## src/rtl/dmi_arbiter.sv

```systemverilog
// Two-requester round-robin front end for a single DMI port: one transaction in
// flight, responses routed back to the issuing requester, watchdog on hung targets.
module dmi_arbiter #(
  parameter int ADDR_W         = 7,
  parameter int DATA_W         = 32,
  parameter int TIMEOUT_CYCLES = 1024
) (
  input  logic              clk,
  input  logic              reset,

  input  logic              s0_req_valid,
  output logic              s0_req_ready,
  input  logic [ADDR_W-1:0] s0_req_addr,
  input  logic [1:0]        s0_req_op,
  input  logic [DATA_W-1:0] s0_req_data,
  output logic              s0_resp_valid,
  input  logic              s0_resp_ready,
  output logic [1:0]        s0_resp_resp,
  output logic [DATA_W-1:0] s0_resp_data,

  input  logic              s1_req_valid,
  output logic              s1_req_ready,
  input  logic [ADDR_W-1:0] s1_req_addr,
  input  logic [1:0]        s1_req_op,
  input  logic [DATA_W-1:0] s1_req_data,
  output logic              s1_resp_valid,
  input  logic              s1_resp_ready,
  output logic [1:0]        s1_resp_resp,
  output logic [DATA_W-1:0] s1_resp_data,

  output logic              m_req_valid,
  input  logic              m_req_ready,
  output logic [ADDR_W-1:0] m_req_addr,
  output logic [1:0]        m_req_op,
  output logic [DATA_W-1:0] m_req_data,
  input  logic              m_resp_valid,
  output logic              m_resp_ready,
  input  logic [1:0]        m_resp_resp,
  input  logic [DATA_W-1:0] m_resp_data,

  output logic              busy,
  output logic              timeout
);

  localparam logic [1:0] ST_IDLE    = 2'd0;
  localparam logic [1:0] ST_REQ     = 2'd1;
  localparam logic [1:0] ST_WAIT    = 2'd2;
  localparam logic [1:0] ST_DELIVER = 2'd3;

  localparam int                WDOG_W    = (TIMEOUT_CYCLES > 1) ? $clog2(TIMEOUT_CYCLES) : 1;
  localparam logic [WDOG_W-1:0] WDOG_LAST = WDOG_W'(TIMEOUT_CYCLES - 1);
  localparam bit                WDOG_EN   = (TIMEOUT_CYCLES != 0);

  localparam logic [1:0] RESP_FAILED = 2'b10;

  // Per-requester views of the port pairs so the arbitration logic is indexable.
  logic [1:0]        req_valid_w;
  logic [1:0]        resp_ready_w;
  logic [1:0]        req_ready_w;
  logic [1:0]        resp_valid_w;
  logic [ADDR_W-1:0] req_addr_w [2];
  logic [1:0]        req_op_w   [2];
  logic [DATA_W-1:0] req_data_w [2];

  assign req_valid_w   = {s1_req_valid, s0_req_valid};
  assign resp_ready_w  = {s1_resp_ready, s0_resp_ready};
  assign req_addr_w[0] = s0_req_addr;
  assign req_addr_w[1] = s1_req_addr;
  assign req_op_w[0]   = s0_req_op;
  assign req_op_w[1]   = s1_req_op;
  assign req_data_w[0] = s0_req_data;
  assign req_data_w[1] = s1_req_data;

  logic [1:0]        state_reg,     state_next;
  logic              owner_reg,     owner_next;
  logic              last_reg,      last_next;
  logic              stale_reg,     stale_next;
  logic [WDOG_W-1:0] wdog_reg,      wdog_next;
  logic [ADDR_W-1:0] req_addr_reg,  req_addr_next;
  logic [1:0]        req_op_reg,    req_op_next;
  logic [DATA_W-1:0] req_data_reg,  req_data_next;
  logic [1:0]        resp_resp_reg, resp_resp_next;
  logic [DATA_W-1:0] resp_data_reg, resp_data_next;

  logic grant_ok;
  logic winner;
  logic in_flight;
  logic wdog_fire;
  logic resp_take;

  // A stale response still owed by the debug module blocks new grants.
  assign grant_ok  = (state_reg == ST_IDLE) && !stale_reg && !reset && (req_valid_w != 2'b00);
  assign winner    = (req_valid_w == 2'b11) ? ~last_reg : req_valid_w[1];
  assign in_flight = (state_reg == ST_REQ) || (state_reg == ST_WAIT);
  assign wdog_fire = WDOG_EN && in_flight && (wdog_reg == WDOG_LAST);
  assign resp_take = (state_reg == ST_WAIT) && m_resp_valid;

  generate
    for (genvar gi = 0; gi < 2; gi++) begin : g_port
      assign req_ready_w[gi]  = grant_ok && (winner == 1'(gi));
      assign resp_valid_w[gi] = (state_reg == ST_DELIVER) && (owner_reg == 1'(gi));
    end
  endgenerate

  assign s0_req_ready  = req_ready_w[0];
  assign s1_req_ready  = req_ready_w[1];
  assign s0_resp_valid = resp_valid_w[0];
  assign s1_resp_valid = resp_valid_w[1];
  assign s0_resp_resp  = resp_resp_reg;
  assign s1_resp_resp  = resp_resp_reg;
  assign s0_resp_data  = resp_data_reg;
  assign s1_resp_data  = resp_data_reg;

  // The request is withdrawn in the very cycle the watchdog aborts it.
  assign m_req_valid  = (state_reg == ST_REQ) && !wdog_fire;
  assign m_req_addr   = req_addr_reg;
  assign m_req_op     = req_op_reg;
  assign m_req_data   = req_data_reg;
  assign m_resp_ready = (state_reg == ST_WAIT) || stale_reg;

  assign busy    = (state_reg != ST_IDLE) || stale_reg;
  assign timeout = wdog_fire && !resp_take;

  always_comb begin
    state_next     = state_reg;
    owner_next     = owner_reg;
    last_next      = last_reg;
    stale_next     = stale_reg;
    wdog_next      = in_flight ? (wdog_reg + WDOG_W'(1)) : wdog_reg;
    req_addr_next  = req_addr_reg;
    req_op_next    = req_op_reg;
    req_data_next  = req_data_reg;
    resp_resp_next = resp_resp_reg;
    resp_data_next = resp_data_reg;

    if (stale_reg && m_resp_valid) begin
      stale_next = 1'b0;
    end

    case (state_reg)
      ST_IDLE: begin
        if (grant_ok) begin
          owner_next    = winner;
          req_addr_next = req_addr_w[winner];
          req_op_next   = req_op_w[winner];
          req_data_next = req_data_w[winner];
          wdog_next     = '0;
          state_next    = ST_REQ;
        end
      end
      ST_REQ: begin
        if (wdog_fire) begin
          resp_resp_next = RESP_FAILED;
          resp_data_next = '0;
          state_next     = ST_DELIVER;
        end else if (m_req_ready) begin
          state_next = ST_WAIT;
        end
      end
      ST_WAIT: begin
        // A response landing together with the timeout wins over the abort.
        if (m_resp_valid) begin
          resp_resp_next = m_resp_resp;
          resp_data_next = m_resp_data;
          state_next     = ST_DELIVER;
        end else if (wdog_fire) begin
          resp_resp_next = RESP_FAILED;
          resp_data_next = '0;
          stale_next     = 1'b1;
          state_next     = ST_DELIVER;
        end
      end
      ST_DELIVER: begin
        if (resp_ready_w[owner_reg]) begin
          last_next  = owner_reg;
          state_next = ST_IDLE;
        end
      end
      default: state_next = ST_IDLE;
    endcase
  end

  always_ff @(posedge clk) begin
    if (reset) begin
      state_reg     <= ST_IDLE;
      owner_reg     <= 1'b0;
      last_reg      <= 1'b1;
      stale_reg     <= 1'b0;
      wdog_reg      <= '0;
      req_addr_reg  <= '0;
      req_op_reg    <= '0;
      req_data_reg  <= '0;
      resp_resp_reg <= '0;
      resp_data_reg <= '0;
    end else begin
      state_reg     <= state_next;
      owner_reg     <= owner_next;
      last_reg      <= last_next;
      stale_reg     <= stale_next;
      wdog_reg      <= wdog_next;
      req_addr_reg  <= req_addr_next;
      req_op_reg    <= req_op_next;
      req_data_reg  <= req_data_next;
      resp_resp_reg <= resp_resp_next;
      resp_data_reg <= resp_data_next;
    end
  end

endmodule

```

## config.mk

```make
export PLATFORM = sky130hd
export DESIGN_NAME = dmi_arbiter
export DESIGN_NICKNAME = d
export VERILOG_FILES = /design/src/rtl/dmi_arbiter.sv
export SDC_FILE = /design/constraint.sdc
export NUM_CORES = 1
export LEC_CHECK = 0
export BUFFER_PORTS_ARGS = -buffer_cell sky130_fd_sc_hd__clkbuf_2
export CORE_MARGIN = 2
export CORE_UTILIZATION = 44
export DETAILED_ROUTE_END_ITERATION = 6
export PLACE_DENSITY = 0.85
export SYNTH_ARGS = -nofsm -noshare
export SYNTH_HDL_FRONTEND = slang
export SYNTH_SLANG_ARGS = --single-unit
```

## constraint.sdc

```tcl
create_clock -name clk -period 2.3 [get_ports clk]
set_input_delay 0.23 -clock clk [delete_from_list [all_inputs] [get_ports clk]]
set_output_delay 0.23 -clock clk [all_outputs]
set_load 0.01 [all_outputs]
```

==> results.sh <==
export IMPL_status="completed"
export IMPL_die_area_um2=10100
export IMPL_core_um2=9110
export IMPL_setup_tns_ns=0
export IMPL_worstSetupPathType="reg2out"
export IMPL_fp_dieW_um=100
export IMPL_syn_area_um2=4090
export IMPL_grt_pass1_wl_um=15700
export IMPL_regToRegStartpoint="state_reg[1]$_SDFFE_PP0P_"
export IMPL_final_nets=784
export IMPL_cpPeakStageDelay_ns=0.42
export IMPL_r2r_slack_ns=0.31
export IMPL_tightest_slew_ns=0.443
export IMPL_utilization_pct=58.1
export IMPL_synth_fp_nets=591
export IMPL_syn_area_per_cell_um2=8.87
export IMPL_critPathLaunchType="register"
export IMPL_port_buffers=240
export IMPL_post_route_drc_count=0
export IMPL_antenna_found_initial=0
export IMPL_r2r_end="s0_resp_data[4]$_SDFFE_PP0N_"
export IMPL_die_height_um=100
export IMPL_max_freq_mhz=463
export IMPL_cts_tree="built"
export IMPL_clock_sinks=90
export IMPL_antennaDiodeCount=0
export IMPL_final_common_cell="clkbuf_2"
export IMPL_fin_crit_ns=2.16
export IMPL_fin_crit_sh_pct=93.8
export IMPL_clk_pin_slew_ns=0.09
export IMPL_rows=35
export IMPL_maxCapViolCount=0
export IMPL_crit_end="timeout"
export IMPL_grt_overflow=0
export IMPL_postCtsSetupBuffers=0
export IMPL_crit_start="state_reg[1]$_SDFFE_PP0P_"
export IMPL_ios=241
export IMPL_cts_resized=0
export IMPL_num_vias=3803
export IMPL_synth_cells=461
export IMPL_critPathRequiredTime_ns=2.07
export IMPL_cp_end_kind="output pin"
export IMPL_first_iter_violations=64
export IMPL_post_drt_wl_per_cell_um=13.4
export IMPL_grt_max_degree=82
export IMPL_routed_wl_um=10300
export IMPL_rsz0062_at_grt="no"
export IMPL_dr_pass1_iters=4
export IMPL_ys_seq_elements=90
export IMPL_hold_class="in2reg"
export IMPL_layout_common_cells="clkbuf_2, dfxtp_1, nand2_1"
export IMPL_cts_root_buf="clkbuf_8"
export IMPL_cts_made_buffers=9
export IMPL_viasPerCell=4.95
export IMPL_start_util_pct=44.9
export IMPL_cp_slowest_cell="dfxtp_1"
export IMPL_crit_arrival_ns=1.93
export IMPL_grt_use_total_pct=19.4
export IMPL_ys_types=38
export IMPL_gp_congestion=0.856
export IMPL_seq_area_frac_synth_pct=44.1
export IMPL_hold_violations=0
export IMPL_clockBufferDepth=2
export IMPL_cp_cell_sequence="inv_1 > ha_1 > nand4_4 > nor3_4 > a21boi_4 > clkbuf_2"
export IMPL_ant_nets=0
export IMPL_drive_gt1_share_pct=41.2
export IMPL_synth_warnings=0
export IMPL_crit_path_max_fanout=5
export IMPL_power_density_nw_per_um2=899
export IMPL_r2r_cells=8
export IMPL_grt_pass1_vias=3513
export IMPL_h_tree_depth=3
export IMPL_clock_skew_ns=0.0118
export IMPL_dp_hpwl_um=7990
export IMPL_ir_worst_vdd_v=0.000661
export IMPL_clock_latency_ns=0.35
export IMPL_setup_viol=0
export IMPL_max_slew_margin_pct=70.4
export IMPL_ctsHoldBuffers=0
export IMPL_leakage_nw=2.53
export IMPL_area_growth_pct=29.3
export IMPL_drv_slew=0
-- how the worst min path moves through the flow --
stage                                        startpoint                       endpoint  slack (ns)  cells after the start
after floorplan                            m_resp_valid           stale_reg$_SDFF_PP0_        0.31                      1
after global placement    s0_resp_data[17]$_SDFFE_PP0N_  s0_resp_data[17]$_SDFFE_PP0N_        0.45                      2
after detailed placement                m_resp_data[22]  s0_resp_data[22]$_SDFFE_PP0N_        0.46                      3
after CTS                                m_resp_resp[0]   s0_resp_resp[0]$_SDFFE_PP0N_        0.08                      3
after global routing                     m_resp_data[0]   s0_resp_data[0]$_SDFFE_PP0N_        0.09                      3
final                                    m_resp_resp[0]   s0_resp_resp[0]$_SDFFE_PP0N_        0.09                      3
-- cell families (layout without fill, tap and decap cells) --
group                    Yosys count  in the layout  share of synthesized area (%)
AO/OA/AOI/OAI                     86             86                           13.7
flip-flops                        90             90                           44.1
multiplexers                      45             45                           11.0
adder cells (fa/ha/maj)            6              6                           1.84
AND/OR/NAND/NOR                  152            152                           16.1
XOR/XNOR                           9              9                           1.93
buffers and inverters             73            269                           11.3
-- layer usage --
| layer | GRT usage, % | vias up | part of all wire (%) |
|---|---|---|---|
| li1 | - | 1934 | - |
| met1 | 21.1 | 1672 | 39 |
| met2 | 35.1 | 180 | 51 |
| met3 | 5.99 | 17 | 8.1 |
| met4 | 7.27 | 0 | 1.9 |
| met5 | 0 | - | 0 |
-- power by group --
| group | total [mW] | switching (mW) | leakage [nW] | internal, mW |
|---|---|---|---|---|
| sequential | 2.04 | 0.180 | 0.737 | 1.86 |
| combinational | 1.72 | 0.992 | 1.70 | 0.724 |
| clock | 1.01 | 0.520 | 0.0918 | 0.486 |
| total | 4.76 | 1.69 | 2.53 | 3.07 |
-- cells in the mapped netlist --
master / instances / share of area (%)
nor4b_1: 1 / 0.21
nand2_1: 73 / 6.7
nand4_1: 3 / 0.46
nand4_4: 1 / 0.52
nor2_1: 49 / 4.5
mux2i_1: 45 / 11
dfxtp_1: 90 / 44
nor2b_1: 1 / 0.15
nor3_4: 1 / 0.40
o211ai_1: 1 / 0.18
buf_8: 3 / 1.1
clkbuf_1: 15 / 1.4
buf_6: 1 / 0.28
a21boi_0: 1 / 0.18
a211oi_1: 41 / 7.5
xor2_1: 5 / 1.1
nor3_1: 13 / 1.6
and3_2: 1 / 0.18
or2_2: 1 / 0.15
and3_1: 1 / 0.15
nand2b_1: 1 / 0.15
o21bai_1: 1 / 0.18
a21boi_4: 1 / 0.46
buf_1: 5 / 0.46
buf_4: 37 / 6.8
o31ai_1: 2 / 0.37
a22oi_1: 1 / 0.18
buf_2: 7 / 0.86
and2_1: 1 / 0.15
or3_1: 1 / 0.15
ha_1: 6 / 1.8
inv_1: 5 / 0.46
nor4_1: 1 / 0.15
and2b_2: 1 / 0.21
or2_1: 1 / 0.15
a21oi_1: 38 / 4.6
nand3_1: 1 / 0.12
xnor2_1: 4 / 0.86
-- layout make-up --
type,instances,area [um^2]
fillers,842,3820
repair buffers,250,1310
clock inverters,4,45.0
well taps,111,139
multi-input cells,298,1840
inverters,5,18.8
clock buffers,10,128
flip-flops and latches,90,1800
-- metrics by stage --
stage               std cells  total power, mW  area [um^2]  hold slack [ns]  worst slack [ns]
detailed placement        754             3.79         5120            0.459             0.272
global placement          754             3.72         5120            0.454             0.385
floorplan                 461             3.16         4090            0.307             0.331
global route              768             5.07         5290           0.0860           0.00646
finish                    768             4.76         5290           0.0917             0.142
CTS                       768             4.80         5290           0.0797            0.0637
-- critical path: cells and delay by family, from the launching register on --
kind | cells | cell delay, ns
AOI/OAI and AO/OA | 1 | 0.23
adders and majority gates | 1 | 0.34
buffers and inverters | 2 | 0.26
DFF | 1 | 0.42
and+or+nand+nor | 2 | 0.33
Note: power is estimated with default switching activity, not from simulation.
